==> src/rtl/a2d_arbiter.sv <==
// Round-robin arbiter sharing one A2D_intf converter between NUM_REQ requesters.
// Optional fixed priority for requester 0 when A2D_ARB_PRIO_EN is defined.
module a2d_arbiter #(
  parameter int NUM_REQ     = 4,
  parameter int TIMEOUT_CYC = 4096
) (
  input  logic                   clk,
  input  logic                   rst_n,
  input  logic [NUM_REQ-1:0]     req,
  input  logic [3*NUM_REQ-1:0]   req_chnnl,
  output logic [NUM_REQ-1:0]     gnt,
  output logic [NUM_REQ-1:0]     done,
  output logic                   done_err,
  output logic [11:0]            res_out,
  output logic                   busy,
  output logic                   a2d_strt_cnv,
  output logic [2:0]             a2d_chnnl,
  input  logic                   a2d_cnv_cmplt,
  input  logic [11:0]            a2d_res
);

  localparam int PW = (NUM_REQ > 1) ? $clog2(NUM_REQ) : 1;

  localparam logic [1:0] S_IDLE  = 2'd0;
  localparam logic [1:0] S_START = 2'd1;
  localparam logic [1:0] S_WAIT  = 2'd2;
  localparam logic [1:0] S_RESP  = 2'd3;

  localparam logic [15:0]   TO_LAST  = 16'(TIMEOUT_CYC - 1);
  localparam logic [PW-1:0] LAST_IDX = PW'(NUM_REQ - 1);

  logic [1:0]         state_q, state_d;
  logic [PW-1:0]      owner_q, owner_d;
  logic [NUM_REQ-1:0] gnt_q, gnt_d;
  logic [2:0]         chnnl_q, chnnl_d;
  logic [11:0]        res_q, res_d;
  logic               err_q, err_d;
  logic [15:0]        cnt_q, cnt_d;
  logic [PW-1:0]      rr_ptr_q, rr_ptr_d;

  logic               win_valid;
  logic [PW-1:0]      win_idx;

  // Winner is the first set request scanning upward from rr_ptr with wrap-around.
  always_comb begin
    win_valid = 1'b0;
    win_idx   = '0;
    for (int k = 0; k < NUM_REQ; k++) begin
      int idx;
      idx = int'(rr_ptr_q) + k;
      if (idx >= NUM_REQ) idx = idx - NUM_REQ;
      if (!win_valid && req[idx]) begin
        win_valid = 1'b1;
        win_idx   = PW'(idx);
      end
    end
`ifdef A2D_ARB_PRIO_EN
    if (req[0]) begin
      win_valid = 1'b1;
      win_idx   = '0;
    end
`endif
  end

  always_comb begin
    state_d  = state_q;
    owner_d  = owner_q;
    gnt_d    = gnt_q;
    chnnl_d  = chnnl_q;
    res_d    = res_q;
    err_d    = err_q;
    cnt_d    = cnt_q;
    rr_ptr_d = rr_ptr_q;
    case (state_q)
      S_IDLE: begin
        if (win_valid) begin
          owner_d = win_idx;
          gnt_d   = {{(NUM_REQ-1){1'b0}}, 1'b1} << win_idx;
          chnnl_d = req_chnnl[3*win_idx +: 3];
          state_d = S_START;
        end
      end
      S_START: begin
        cnt_d   = '0;
        state_d = S_WAIT;
      end
      S_WAIT: begin
        // Completion wins over a timeout landing in the same cycle.
        if (a2d_cnv_cmplt) begin
          res_d   = a2d_res;
          state_d = S_RESP;
        end else if (cnt_q == TO_LAST) begin
          res_d   = 12'hFFF;
          err_d   = 1'b1;
          state_d = S_RESP;
        end else begin
          cnt_d = cnt_q + 16'd1;
        end
      end
      S_RESP: begin
        err_d   = 1'b0;
        gnt_d   = '0;
        state_d = S_IDLE;
`ifdef A2D_ARB_PRIO_EN
        if (owner_q != '0) begin
          rr_ptr_d = (owner_q == LAST_IDX) ? '0 : owner_q + PW'(1);
        end
`else
        rr_ptr_d = (owner_q == LAST_IDX) ? '0 : owner_q + PW'(1);
`endif
      end
      default: state_d = S_IDLE;
    endcase
  end

  always_ff @(posedge clk or negedge rst_n) begin
    if (!rst_n) begin
      state_q  <= S_IDLE;
      owner_q  <= '0;
      gnt_q    <= '0;
      chnnl_q  <= 3'b000;
      res_q    <= 12'h000;
      err_q    <= 1'b0;
      cnt_q    <= '0;
      rr_ptr_q <= '0;
    end else begin
      state_q  <= state_d;
      owner_q  <= owner_d;
      gnt_q    <= gnt_d;
      chnnl_q  <= chnnl_d;
      res_q    <= res_d;
      err_q    <= err_d;
      cnt_q    <= cnt_d;
      rr_ptr_q <= rr_ptr_d;
    end
  end

  assign gnt          = gnt_q;
  assign done         = (state_q == S_RESP) ? gnt_q : '0;
  assign done_err     = (state_q == S_RESP) && err_q;
  assign res_out      = res_q;
  assign busy         = (state_q != S_IDLE);
  assign a2d_strt_cnv = (state_q == S_START);
  assign a2d_chnnl    = chnnl_q;

endmodule

==> config.mk <==
export PLATFORM = sky130hd
export DESIGN_NAME = a2d_arbiter
export DESIGN_NICKNAME = d
export VERILOG_FILES = /design/src/rtl/a2d_arbiter.sv
export SDC_FILE = /design/constraint.sdc
export NUM_CORES = 1
export LEC_CHECK = 0
export BUFFER_PORTS_ARGS = -buffer_cell sky130_fd_sc_hd__buf_2
export CAP_MARGIN = 20
export CORE_ASPECT_RATIO = 1.4
export CORE_MARGIN = 5
export CORE_UTILIZATION = 47
export DETAILED_ROUTE_END_ITERATION = 16
export GPL_TIMING_DRIVEN = 0
export HOLD_SLACK_MARGIN = 0.05
export PLACE_DENSITY_LB_ADDON = 0.2
export SYNTH_ARGS = -nofsm -noshare
export SYNTH_HDL_FRONTEND = slang
export SYNTH_SLANG_ARGS = --single-unit
==> constraint.sdc <==
create_clock -name clk -period 2.01 [get_ports clk]
set_input_delay 0.3015 -clock clk [delete_from_list [all_inputs] [get_ports clk]]
set_output_delay 0.3015 -clock clk [all_outputs]
set_load 0.01 [all_outputs]
==> results list <==
- Status: finished clean
- Endpoint of the lowest-slack register-to-register path: cnt_q[13]$_DFFE_PN0P_
* Slew @ Worst Pin: 0.900 ns
- Sort of element at the end of the critical path: flip-flop
* Net count after synthesis: 252
- Summed over all cells, the static leakage comes to 1.30 nW.
- Detailed-route DRC error count: 0
- In this run, synthesis produced a sequential element count of 42.
* Hold WC Path Type: input port to asynchronous set/reset pin
- After layout, the worst path uses 97.8% of the clock period.
* # rows: 29
* Proportion of synthesized chip area in sequential cells: 48.4%
- Buffers inserted during clock tree synthesis total 5.
- After detailed placement, the design holds a cell count of between 300 and 400.
* Clock slew at the register clock pins of the worst setup and hold paths: 0.08 ns
* Power density normalized to cell area: 1330 nW/um^2
- The clock reaches the later pin of the worst-skew pair after 0.30 ns.
* Hold buffer count at cts: 0
- Post-route core utilization: 61.6%
* Maximum level of the CTS H-tree: 2
- Reg-to-reg slack, setup: 0.04 ns
- The first routing iteration left 63 violations.
- Vias in the first global route: 1802
- Input and output buffers added on the ports amount to 56.
- Global route overflow: 0
- TritonCTS built the clock tree.
- In this run the horizontal extent of the chip is 67.4 um.
- Area Growth Syn to Fin: 27.7%
- Final hold vios: 0
* CP endpoint: cnt_q[13]$_DFFE_PN0P_
- Summed over all failing endpoints, the final setup total negative slack is 0 ns.
- Setup violations remaining at the end of the flow were counted as 0.
- Total routing usage reported by global routing: between 10% and 20%
- Entering global routing, the biggest net connects 43 pins.
- STA classifies the critical path startpoint as a flip-flop.
* Start-to-end type of the worst setup path: flip-flop to flip-flop
- Number of instances in the synthesized netlist: approximately 210
- Diode insertion count for antenna repair: 0
- Initial antenna violation count: 0
- For the worst setup path, the data required time is 2.19 ns.
- Final number of max-transition violations: 0
- In the routed layout, each cell is associated on average with a via count of 5.47.
- Peak VDD IR: 0.658 mV
- The clock net in this run drives a total of between 40 and 50 sinks.
- Worst reg2reg path depth: 9
- Once the floorplan was initialized, standard cells occupied 48.2% of the core.
- The first global-routing pass estimated 8280 um of wire.
- In the final layout, the share of cells above drive strength 1 is a little under a third.
- In this run the remaining antenna-violating nets after routing total 0.
- Summing over every cut layer, the via total after detailed routing is 1899.
* Total iterations of the first detailed-routing run: 4
- I/O pin count: 57
* Final #Nets: between 300 and 400
- For this run, the top clock speed supported by timing is 509 MHz.
* Final Routed Wirelength: 4980 um
- In this run the critical register-to-register path is launched from state_q[0]$_DFFE_PN0P_.
* Routed len/inst: roughly 14 um
* Chip Height: 90.4 um
- For this run, the number of Yosys warnings is 0.
* Weighted congestion at the end of routability-driven global placement: 0.799
- The worst pin sits at a relative slew slack of 40.0%.
* Syn avg cell area: 10.1 um^2
- Yosys cell types: 40
- The clock passes through at most 2 buffers.
- The core region is 4500 um^2.
- In this run the worst path has a maximum fanout of 6.
- Summed over all nets, the half-perimeter wirelength after detailed placement is 3670 um.
- Die area: 6090 um^2
* Critical path data arrival time: 2.14 ns
* CTS root buffer: sky130_fd_sc_hd__clkbuf_8
- Subtracting the final worst setup slack from the clock period gives 1.97 ns.
* Max-cap viol count: 0
* RSZ-0062 raised after global routing: true
- Crit path from: state_q[0]$_DFFE_PN0P_
- Post-route insts no fill: between 300 and 400
- Largest clock skew in the final design: approximately 0.005 ns
- Mapped Area: 2170 um^2
registers in the layout, indices dropped and copies added, names as in the netlist:
register / cells
rr_ptr_q: 2
res_out: 12
gnt: 4
owner_q: 2
a2d_chnnl: 3
state_q: 2
cnt_q: 16
err_q: 1
repair_timing:
action,in CTS,in global routing
buffers inserted,2,6
resized for setup,4,10
endpoints found under the setup margin,5,23
pin swaps,2,3
how the worst min path moves through the flow:
stage,start,endpoint,cells after the start
final,rst_n,cnt_q[9]$_DFFE_PN0P_,1
after global routing,rst_n,res_out[10]$_DFFE_PN0P_,1
after CTS,rst_n,res_out[10]$_DFFE_PN0P_,1
after detailed placement,res_out[5]$_DFFE_PN0P_,res_out[5]$_DFFE_PN0P_,1
after global placement,res_out[7]$_DFFE_PN0P_,res_out[7]$_DFFE_PN0P_,1
after floorplan,rst_n,a2d_chnnl[0]$_DFFE_PN0P_,0
where the power goes:
group          internal [mW]  switching, mW  leakage [nW]  total (mW)
Clock                  0.498          0.301        0.0683       0.799
Sequential              1.14          0.229         0.525        1.37
Combinational          0.713          0.796         0.706        1.51
Total                   2.35           1.33          1.30        3.67
layout make-up:
class	instances	area [um^2]
clock buffers	5	68.8
flip-flops and latches	42	1050
clock inverters	3	68.8
fillers	421	1730
repair buffers	64	340
plain buffers	6	36.3
multi-input cells	159	1100
inverters	6	22.5
well taps	62	77.6
cell usage after synthesis, drive strengths merged:
cell	number	area (um^2)
a2111oi	3	26.3
a211oi	6	45.0
a21o	2	15.0
a21oi	8	40.0
a22o	2	17.5
a311o	1	10.0
a31oi	3	18.8
and2	6	37.5
and3	4	25.0
and4	4	35.0
buf	3	17.5
clkbuf	4	15.0
dfrtp	42	1050
ha	7	87.6
inv	6	22.5
mux2	2	22.5
mux2i	8	80.1
nand2	19	71.3
nand2b	3	18.8
nand3	10	50.1
nand3b	1	7.51
nand4	4	40.0
nor2	14	52.6
nor2b	5	31.3
nor3	6	30.0
nor4	2	12.5
o211ai	2	15.0
o21a	2	15.0
o21ai	9	45.0
o21bai	1	7.51
o22a	13	114
o22ai	2	12.5
o31ai	3	22.5
o32a	1	10.0
or2	1	6.26
or3	1	6.26
xnor2	4	35.0
critical path, stage by stage, from the launching register on:
cell	delay, ns
sky130_fd_sc_hd__dfrtp_1	0.41
sky130_fd_sc_hd__inv_2	0.10
sky130_fd_sc_hd__ha_4	0.17
sky130_fd_sc_hd__nor2b_4	0.14
sky130_fd_sc_hd__buf_6	0.12
sky130_fd_sc_hd__nand4_4	0.11
sky130_fd_sc_hd__a311o_1	0.39
sky130_fd_sc_hd__buf_4	0.16
sky130_fd_sc_hd__o211ai_1	0.15
sky130_fd_sc_hd__o31ai_1	0.09
cells in the final DEF (no fill, tap or decap), types with 3 or more instances in the layout:
| cell type | count |
|---|---|
| sky130_fd_sc_hd__xnor2_1 | 4 |
| sky130_fd_sc_hd__and2_1 | 6 |
| sky130_fd_sc_hd__o22a_1 | 13 |
| sky130_fd_sc_hd__a21oi_1 | 8 |
| sky130_fd_sc_hd__and4_1 | 4 |
| sky130_fd_sc_hd__ha_1 | 5 |
| sky130_fd_sc_hd__nor3_1 | 6 |
| sky130_fd_sc_hd__nor2_1 | 13 |
| sky130_fd_sc_hd__nand4_1 | 3 |
| sky130_fd_sc_hd__nand3_1 | 10 |
| sky130_fd_sc_hd__inv_1 | 5 |
| sky130_fd_sc_hd__buf_4 | 8 |
| sky130_fd_sc_hd__nor2b_1 | 3 |
| sky130_fd_sc_hd__dfrtp_1 | 41 |
| sky130_fd_sc_hd__buf_2 | 57 |
| sky130_fd_sc_hd__o31ai_1 | 3 |
| sky130_fd_sc_hd__nand2b_1 | 3 |
| sky130_fd_sc_hd__a31oi_1 | 3 |
| sky130_fd_sc_hd__clkbuf_8 | 5 |
| sky130_fd_sc_hd__o21ai_0 | 8 |
| sky130_fd_sc_hd__a2111oi_0 | 3 |
| sky130_fd_sc_hd__mux2i_1 | 8 |
| sky130_fd_sc_hd__nand2_1 | 19 |
| sky130_fd_sc_hd__and3_1 | 4 |
| sky130_fd_sc_hd__a211oi_1 | 6 |
metal layers:
layer / track usage, % / vias to the layer above / share of wire [%]
met2: 29.0 / 42 / 53
met1: 21.9 / 917 / 40
li1: - / 930 / -
met5: 0 / - / 0
met4: 7.28 / 0 / 2.5
met3: 3.99 / 10 / 4.3
per-stage QoR:
stage               hold slack (ns)  instance area, um^2  total power [mW]  setup WS, ns
finish                        0.124                 2770              3.67        0.0446
global route                  0.209                 2770              3.96       -0.0939
floorplan                   0.00591                 2170              2.24       0.00132
CTS                           0.164                 2700              3.61      0.000739
global placement              0.466                 2530              2.72        -0.196
detailed placement            0.472                 2530              2.76        -0.208
logic make-up (layout without fill, tap and decap cells):
group,Yosys count,in the layout,synth area share (%)
and+or+nand+nor,80,80,19.6
AOI/OAI and AO/OA,58,58,19.1
DFF,42,42,48.4
buffers and inverters,13,84,2.54
muxes,10,10,4.73
adders and majority gates,7,7,4.04
xor gates and xnor gates,4,4,1.61
Note: power is estimated with default switching activity, not from simulation.
